<file path="src/rtl/uart_tx_arbiter_if.sv">
// Byte-stream bundle between the per-source TX FIFOs, the round-robin arbiter and the UART transmitter.
// Handshake: a byte moves on a rising clk edge only when its valid and ready are both high. A source holds valid
// (and its data/last) until it is accepted. Ready may depend combinationally on valid, but valid never depends on ready.
interface uart_tx_arbiter_if #(
  parameter int NumReq = 4
);
  localparam int IdWidth = (NumReq > 1) ? $clog2(NumReq) : 1;

  logic [NumReq-1:0]   reqValid;
  logic [NumReq-1:0]   reqLast;
  logic [NumReq*8-1:0] reqData;
  logic [NumReq-1:0]   reqReady;
  logic                txValid;
  logic [7:0]          txData;
  logic                txReady;
  logic                grantValid;
  logic [IdWidth-1:0]  grantId;
  logic                timeoutErr;

  // master: the sources plus the transmitter (the side that surrounds the arbiter)
  modport master (
    output reqValid, reqLast, reqData, txReady,
    input  reqReady, txValid, txData, grantValid, grantId, timeoutErr
  );

  // slave: the arbiter itself
  modport slave (
    input  reqValid, reqLast, reqData, txReady,
    output reqReady, txValid, txData, grantValid, grantId, timeoutErr
  );
endinterface

</file>
<file path="src/rtl/uart_tx_arbiter.sv">
// Round-robin arbiter with packet locking that shares one UART TX byte path among NumReq sources.
// Optional UART_ARB_BURST_LIMIT_EN caps each grant at MaxBurst bytes, so long packets may be split.
module uart_tx_arbiter #(
  parameter  int NumReq      = 4,
  parameter  int IdleTimeout = 64,
  parameter  int MaxBurst    = 16,
  localparam int IdWidth     = (NumReq > 1) ? $clog2(NumReq) : 1
) (
  input  logic               clk,
  input  logic               nReset,
  input  logic               syncReset,
  uart_tx_arbiter_if.slave   bus,
  output logic               dbg_state,
  output logic [IdWidth-1:0] dbg_rr_ptr
);

  localparam int IdleW = $clog2(IdleTimeout) + 1;

  if (NumReq < 2 || NumReq > 16 || IdleTimeout < 2 || MaxBurst < 1) begin : g_bad_param
    $error("uart_tx_arbiter: parameter out of range");
  end

  typedef enum logic {S_IDLE = 1'b0, S_LOCK = 1'b1} state_t;

  state_t             state, state_next;
  logic [IdWidth-1:0] rr_ptr, grant_id, winner, next_ptr;
  logic [IdleW-1:0]   idle_cnt;
  logic               timeout_err;
  logic               any_valid, cur_valid, cur_last, xfer, timeout, burst_hit, grant_release;
  int                 idx;

  assign any_valid = |bus.reqValid;
  assign cur_valid = bus.reqValid[grant_id];
  assign cur_last  = bus.reqLast[grant_id];
  assign xfer      = (state == S_LOCK) && cur_valid && bus.txReady;
  assign timeout   = (state == S_LOCK) && !cur_valid && (idle_cnt == IdleW'(IdleTimeout - 1));
  assign next_ptr  = (grant_id == IdWidth'(NumReq - 1)) ? '0 : grant_id + 1'b1;

`ifdef UART_ARB_BURST_LIMIT_EN
  localparam int BurstW = $clog2(MaxBurst) + 1;
  logic [BurstW-1:0] burst_cnt;

  assign burst_hit = xfer && (burst_cnt == BurstW'(MaxBurst - 1));

  always_ff @(posedge clk or negedge nReset) begin
    if (!nReset) begin
      burst_cnt <= '0;
    end else if (syncReset || state == S_IDLE) begin
      burst_cnt <= '0;
    end else if (xfer) begin
      burst_cnt <= burst_cnt + 1'b1;
    end
  end
`else
  assign burst_hit = 1'b0;
`endif

  assign grant_release = (xfer && (cur_last || burst_hit)) || timeout;

  // Upward search from rr_ptr with explicit wrap, so non-power-of-2 NumReq never visits a phantom index.
  always_comb begin
    winner = '0;
    idx    = 0;
    for (int k = NumReq - 1; k >= 0; k--) begin
      idx = int'(rr_ptr) + k;
      if (idx >= NumReq) idx = idx - NumReq;
      if (bus.reqValid[idx]) winner = IdWidth'(idx);
    end
  end

  always_ff @(posedge clk or negedge nReset) begin
    if (!nReset) begin
      state <= S_IDLE;
    end else if (syncReset) begin
      state <= S_IDLE;
    end else begin
      state <= state_next;
    end
  end

  always_comb begin
    state_next = state;
    case (state)
      S_IDLE: if (any_valid) state_next = S_LOCK;
      S_LOCK: if (grant_release) state_next = S_IDLE;
      default: state_next = S_IDLE;
    endcase
  end

  always_ff @(posedge clk or negedge nReset) begin
    if (!nReset) begin
      grant_id    <= '0;
      rr_ptr      <= '0;
      idle_cnt    <= '0;
      timeout_err <= 1'b0;
    end else if (syncReset) begin
      grant_id    <= '0;
      rr_ptr      <= '0;
      idle_cnt    <= '0;
      timeout_err <= 1'b0;
    end else begin
      timeout_err <= timeout;
      if (state == S_IDLE && any_valid) grant_id <= winner;
      if (state == S_LOCK && grant_release) rr_ptr <= next_ptr;
      // Only a granted requester with valid low is idle; backpressure keeps the counter at zero.
      if (state == S_IDLE || grant_release || cur_valid) begin
        idle_cnt <= '0;
      end else begin
        idle_cnt <= idle_cnt + 1'b1;
      end
    end
  end

  always_comb begin
    bus.reqReady   = '0;
    bus.txValid    = 1'b0;
    bus.txData     = 8'h00;
    bus.grantValid = 1'b0;
    if (state == S_LOCK) begin
      bus.reqReady[grant_id] = bus.txReady;
      bus.txValid            = cur_valid;
      bus.txData             = bus.reqData[int'(grant_id)*8 +: 8];
      bus.grantValid         = 1'b1;
    end
  end

  assign bus.grantId    = grant_id;
  assign bus.timeoutErr = timeout_err;
  assign dbg_state      = (state == S_LOCK);
  assign dbg_rr_ptr     = rr_ptr;

endmodule

</file>
<file path="src/flat_wrapper.sv">
// flat-port wrapper written by rule: the top's interface ports become plain ports
module uart_tx_arbiter_flat 
#(
  parameter  int NumReq      = 4,
  parameter  int IdleTimeout = 64,
  parameter  int MaxBurst    = 16,
  localparam int IdWidth     = (NumReq > 1) ? $clog2(NumReq) : 1
)
  (clk, nReset, syncReset, dbg_state, dbg_rr_ptr, bus_reqValid, bus_reqLast, bus_reqData, bus_txReady, bus_reqReady, bus_txValid, bus_txData, bus_grantValid, bus_grantId, bus_timeoutErr);
  uart_tx_arbiter_if #(.NumReq(NumReq)) bus_i ();
  input  logic clk;
  input  logic nReset;
  input  logic syncReset;
  output logic dbg_state;
  output logic [IdWidth-1:0] dbg_rr_ptr;
  input wire logic [$bits(bus_i.reqValid)-1:0] bus_reqValid;
  input wire logic [$bits(bus_i.reqLast)-1:0] bus_reqLast;
  input wire logic [$bits(bus_i.reqData)-1:0] bus_reqData;
  input wire logic [$bits(bus_i.txReady)-1:0] bus_txReady;
  output wire logic [$bits(bus_i.reqReady)-1:0] bus_reqReady;
  output wire logic [$bits(bus_i.txValid)-1:0] bus_txValid;
  output wire logic [$bits(bus_i.txData)-1:0] bus_txData;
  output wire logic [$bits(bus_i.grantValid)-1:0] bus_grantValid;
  output wire logic [$bits(bus_i.grantId)-1:0] bus_grantId;
  output wire logic [$bits(bus_i.timeoutErr)-1:0] bus_timeoutErr;
  assign bus_i.reqValid = bus_reqValid;
  assign bus_i.reqLast = bus_reqLast;
  assign bus_i.reqData = bus_reqData;
  assign bus_i.txReady = bus_txReady;
  assign bus_reqReady = bus_i.reqReady;
  assign bus_txValid = bus_i.txValid;
  assign bus_txData = bus_i.txData;
  assign bus_grantValid = bus_i.grantValid;
  assign bus_grantId = bus_i.grantId;
  assign bus_timeoutErr = bus_i.timeoutErr;
  uart_tx_arbiter #(.NumReq(NumReq), .IdleTimeout(IdleTimeout), .MaxBurst(MaxBurst)) u_core (.clk(clk), .nReset(nReset), .syncReset(syncReset), .bus(bus_i), .dbg_state(dbg_state), .dbg_rr_ptr(dbg_rr_ptr));
endmodule
</file>
<file path="config.mk">
export PLATFORM = sky130hd
export DESIGN_NAME = uart_tx_arbiter_flat
export DESIGN_NICKNAME = d
export VERILOG_FILES = /design/src/rtl/uart_tx_arbiter_if.sv /design/src/rtl/uart_tx_arbiter.sv /design/src/flat_wrapper.sv
export SDC_FILE = /design/constraint.sdc
export NUM_CORES = 1
export LEC_CHECK = 0
export ABC_AREA = 1
export BUFFER_PORTS_ARGS = -buffer_cell sky130_fd_sc_hd__buf_4
export CAP_MARGIN = 25
export CORE_MARGIN = 4
export CORE_UTILIZATION = 44
export CTS_CLUSTER_DIAMETER = 30
export DETAILED_ROUTE_END_ITERATION = 7
export PLACE_DENSITY = 0.78
export SLEW_MARGIN = 25
export SYNTH_ARGS = -nofsm -noshare
export SYNTH_HDL_FRONTEND = slang
export SYNTH_SLANG_ARGS = --single-unit
</file>
<file path="constraint.sdc">
create_clock -name clk -period 1.9 [get_ports clk]
set_input_delay 0.19 -clock clk [delete_from_list [all_inputs] [get_ports clk]]
set_output_delay 0.19 -clock clk [all_outputs]
set_load 0.01 [all_outputs]
</file>
Word-level counts from Yosys, hierarchy flattened
Cells that the tools add are included.
Storage, ports and cells
  bits in registers: 13
  word-level logic and storage cells: 86
  input port bits: 44
  bits in read-only memories: 0
  memory bits (writable): 0
  memories: 0
  latch bits: 0
  output and inout bits: 20
Cells by class
  muxes and demuxes: 42
  div/mod/pow operators: 0
  $mul: 0
  bitwise operators: 2
  eq/ne operators: 2
  $add $sub $neg: 9
  magnitude comparators: 10
  shift-type cells: 1
  reduce and logical (&&, ||, !) cells: 15
Operators with widths (count)
  32-bit by 4-bit less-than comparator with 1-bit output (second input constant): 4
  32-bit 2-to-1 mux: 4
  32-bit by 4-bit >= comparator with 1-bit output (second input constant): 3
  32-bit by 4-bit subtractor with 32-bit output (second input constant): 3
  32-bit by 6-bit variable part select with 8-bit output: 1
  2-bit 2-to-1 mux: 9
  1-bit 2-to-1 mux: 17
  7-bit 2-to-1 mux: 2
  1-bit binary-select mux with 2-bit select: 6
  1-bit logical AND: 8
  8-bit 2-to-1 mux: 1
  7-bit by 1-bit adder with 7-bit output (second input constant): 1
  7-bit by 6-bit equality test with 1-bit output (second input constant): 1
  2-bit by 2-bit adder with 3-bit output (second input constant): 2
  4-bit AND: 1
  4-bit 2-to-1 mux: 1
  2-bit nonzero test: 2
  4-bit OR reduction: 1
  2-bit by 3-bit subtractor with 4-bit output (second input constant): 1
  2-bit by 1-bit adder with 3-bit output (second input constant): 1
  2-bit by 3-bit >= comparator with 1-bit output (second input constant): 1
  1-bit logical OR: 3
  2-bit by 3-bit less-than comparator with 1-bit output (second input constant): 1
  2-bit by 1-bit adder with 2-bit output (second input constant): 1
  6 further kinds: 6

Depth between registers and ports, before layout
  depth after elaboration: 12
  gate-level depth with buffers: 11
  gate-level depth less buffers: 10

Least setup slack after synthesis
OpenSTA, ideal clock, no wires.
  path type: register to output
  from: reg u_core.grant_id[0] (netlist: u_core.bus.grantId[0])
  to: out bus_reqReady[0]
  buffers on the path: 2
  stages on the path, launching flop included: 7
  setup slack: 391 ps
  arrival time: 1319 ps
  path through: dfrtp_1 -> inv_2 -> buf_6 -> clkbuf_1 -> ha_1 -> inv_1 -> nor2_1
On the way
  longest elaborated chain between the ends: 6
  elaborated cells on any way between the ends: 7
  those cells by class: 2 x order compare; 3 x mux; 1 x bitwise; 1 x reduce/logical
Ends and longest elaborated chain
  from (decl): line uart_tx_arbiter.sv:26  | logic [IdWidth-1:0] rr_ptr, grant_id, winner, next_ptr;
  from (signal assigned): line uart_tx_arbiter.sv:103  | if (state == S_IDLE && any_valid) grant_id <= winner;
  2-bit by 3-bit less-than comparator with 1-bit output (implied by the code) or 2-bit by 1-bit >= comparator with 1-bit output (tied branches): line uart_tx_arbiter.sv:120  | bus.reqReady[grant_id] = bus.txReady;
  1-bit logical AND (implied by the code): line uart_tx_arbiter.sv:120
  1-bit 2-to-1 mux (implied by the code): line uart_tx_arbiter.sv:120
  1-bit demux with 2-bit select *
  4-bit AND (no line) *
  4-bit 2-to-1 mux *: line uart_tx_arbiter.sv:119  | if (state == S_LOCK) begin
  to (decl): line flat_wrapper.sv:20  | output wire logic [$bits(bus_i.reqReady)-1:0] bus_reqReady;
Every way passes the cells marked *; elsewhere a longest branch is shown, timed or not.

Worst setup path after layout
  from: reg u_core.grant_id[0] (netlist: u_core.bus.grantId[0])
  to: out bus_txValid
On the way
  longest elaborated chain between the ends: 3
Ends and longest elaborated chain
  1-bit binary-select mux with 2-bit select: line uart_tx_arbiter.sv:33  | assign cur_valid = bus.reqValid[grant_id];
  1-bit 2-to-1 mux (implied by the code): line uart_tx_arbiter.sv:33
  1-bit 2-to-1 mux: line uart_tx_arbiter.sv:119
  to (decl): line flat_wrapper.sv:21  | output wire logic [$bits(bus_i.txValid)-1:0] bus_txValid;
Every way passes these cells. The select of a mux whose other input is x is not followed.

==> results.json <==
{
  "port_buffers": 63,
  "dp_hpwl_mm": 2.73,
  "timing.final.ws_setup_ns": 0.250,
  "cpLargestDelayFamily": "flip-flops",
  "gp_congestion": 0.887,
  "clk_root_buffer_cell": "clkbuf_4",
  "worst_margin_slew_ns": 0.330,
  "vdd_ir_drop_max_mv": 0.446,
  "clk_latency_ns": 0.28,
  "placeableCoreArea_sq_um": 2760,
  "number_of_max_cap_violations": 0,
  "synthesis.instances": 199,
  "final_core_util_pct": 65.1,
  "finalCriticalPeriod_ns": 1.65,
  "hold_path_class": "in -> reg",
  "drt_drc_violations_left": 0,
  "syn-num-nets": 248,
  "slew_violations": 0,
  "initial_core_util_pct": 46.1,
  "antennaDiodeCount": 0,
  "instances_no_fill": 294,
  "cts_sinks": 13,
  "ant_nets": 0,
  "grt_max_degree": 23,
  "rsz_0062_raised_after_global_routing": "no",
  "yosys.area.top_type": "dfrtp_1",
  "arrival_ns": 1.46,
  "synth.yosys.warnings": 0,
  "totalNegativeSetupSlack_ns": 0,
  "wl_per_cell_microns": 11.9,
  "post-cts-setup-buffers": 0,
  "clk_pin_slew_worst_paths_ns": 0.08,
  "p_leak_nw": 0.935,
  "run_status": "complete, no violations",
  "crit_type": "reg -> out",
  "drt_iter0_markers": 89,
  "achievable-frequency_ghz": 0.606,
  "timing_hold_violations_final": 0,
  "synth_enable_flop_cells": 0,
  "netlist_area_sq_um": 1270,
  "fin_crit_sh_pct": 86.8,
  "clock_tree_from_tritoncts": "built",
  "num_vias": 1454,
  "drt-total-wl_mm": 3.49,
  "dp_cells": 289,
  "synth_area_per_cell_sq_um": 6.39,
  "pwr_density_cell_nw_per_um2": 477,
  "floorplan.die_area_sq_um": 3810,
  "synthMostInstantiatedCell": "nor2_1",
  "drive_gt1_share_pct": 34.6,
  "worst_clock_skew_ns": 0.00439,
  "worst_path_largest_cell_delay_ns": 0.40,
  "wire_length_of_the_first_global_routing_pass_mm": 5.06,
  "netlist.area_leader.share_pct": 25.6,
  "fill_cell_instance_count_of_the_final_layout": 278,
  "ys_seq_area_share_pct": 25.6,
  "cp_cell_sequence": "inv_2 > nand2_1 > nand3_2 > nand2_2 > nor2_4 > buf_4",
  "cp_num_buf_inv": 2,
  "post_drt_via_cell_ratio": 4.95,
  "die_w_microns": 61.8,
  "first_pass_iters": 4,
  "startpoint_type": "register",
  "dominantRegCellSynth": "dfrtp_1",
  "grt_antenna_before_repair": 0,
  "critical_path_peak_fanout": 22,
  "htree_num_levels": 1,
  "area_delta_synth_final_pct": 41.2,
  "crit_path_end_kind": "primary output",
  "clock_path_buffers": 2,
  "worst-endpoint-required_ns": 1.71,
  "worst_path_max_delay_cell": "dfrtp_1",
  "asyncSetResetFlopFracSynth_pct": 100,
  "report.final.setup_viol": 0,
  "io-pin-count": 64,
  "synthTopCellsByCount": "43 x nor2_1, 37 x nand2_1, 17 x inv_1, 17 x o21ai_0",
  "groute.usage.overall_pct": 17.7,
  "finalNetCount": 313,
  "place_ws_ns": 0.447,
  "grt_overflow_total": 0,
  "total_clock_buffers_created_by_cts": 3,
  "ys_top_cells_by_area": "dfrtp_1 26%, nor2_1 13%, nand2_1 11%, o21ai_0 6.7%, nand3_1 5.1%",
  "synth.lib_cells_used.distinct": 26,
  "synth-seq-cells": 13,
  "row_count": 19,
  "dieHeight_microns": 61.8,
  "first_global_vias": 1193,
  "maxSlewHeadroom_pct": 78.0
}
==> cell families (layout without fill, tap and decap cells) <==
kind of cell    Yosys count  in the layout  share of synthesized area, %
fa+ha+maj                 5              5                          4.92
flops                    13             13                          25.6
simple gates            117            117                          43.5
compound gates           31             31                          12.4
xor+xnor                  5              5                          3.45
buf+inv                  28             92                          10.1
==> area by class of cell <==
cell class                 count  area [sq um]  area share (%)
multi-input combinational    158           817            45.5
inverter                      20          75.1            4.18
timing repair buffer          68           513            28.6
tap                           31          38.8            2.16
sequential                    13           325            18.1
clock buffer                   4          26.3            1.46
==> registers in the layout, indices dropped and copies added (netlist names) <==
signal,flops
u_core.bus.timeoutErr,1
u_core.dbg_state,1
u_core.idle_cnt,7
u_core.bus.grantId,2
u_core.dbg_rr_ptr,2
==> worst reg2reg max path, stage by stage, from the launching register on <==
cell     delay, ns
dfrtp_1       0.40
ha_1          0.20
nand3_1       0.14
nor3_1        0.21
nand3_2       0.18
nand2_2       0.14
nand3_1       0.08
nand2_1       0.07
==> timing repair <==
| item | in CTS | in global routing |
|---|---|---|
| endpoints found under the hold margin | 13 | 0 |
| setup endpoints to repair | 0 | 0 |
| hold buffers | 1 | 0 |
| resized for setup | 0 | 0 |
==> routing by layer <==
layer | wire length, microns | GRT usage (%)
met4 | 53 | 7.27
met5 | 0 | 0
met2 | 1510 | 28.6
met1 | 1420 | 22.3
met3 | 502 | 4.75
==> stage by stage <==
step	hold slack [ns]	area [sq um]	total power [W]
after floorplan	-0.106	1270	0.000527
after CTS	0.0899	1800	0.000864
after global placement	0.0388	1760	0.000689
after detailed placement	0.0389	1760	0.000691
final	0.0893	1800	0.000857
after global routing	0.0988	1800	0.000915
==> power by group <==
group          internal, W  total, W  leakage [nW]  switching (W)
combinational     0.000181  0.000387         0.743       0.000206
clock            0.0000816  0.000170        0.0150      0.0000887
sequential        0.000286  0.000299         0.178      0.0000133
==> placed cells by master (no fill, tap or decap), types with 2 or more instances in the layout <==
master    count
inv_1        17
inv_2         3
nand3_4       2
o21ai_1       2
nand2_1      37
nor2_2       10
nand3_2       2
xor2_1        3
nand3_1      13
clkbuf_4      3
buf_4        67
nor2_1       43
a21oi_1      11
nand2_2       2
ha_1          5
nand4_1       3
xnor2_1       2
o21ai_0      17
dfrtp_1      13
nor3_1        2
==> worst paths after layout <==
| kind | slack (ns) | to | startpoint | depth (start not counted) |
|---|---|---|---|---|
| worst max-delay path | 0.25 | bus_txValid | u_core.bus.grantId[0]$_DFFE_PN0P_ | 6 |
| min in group asynchronous | 0.29 | u_core.dbg_state$_DFF_PN0_ | nReset | 2 |
| worst min register to register | 0.49 | u_core.idle_cnt[0]$_DFF_PN0_ | u_core.idle_cnt[0]$_DFF_PN0_ | 1 |
| worst min-delay path | 0.09 | u_core.dbg_state$_DFF_PN0_ | syncReset | 2 |
| max in group asynchronous | 1.45 | u_core.idle_cnt[1]$_DFF_PN0_ | nReset | 2 |
| worst max register to register | 0.44 | u_core.dbg_rr_ptr[1]$_DFFE_PN0P_ | u_core.idle_cnt[0]$_DFF_PN0_ | 7 |
(Power assumes the default switching activity.)
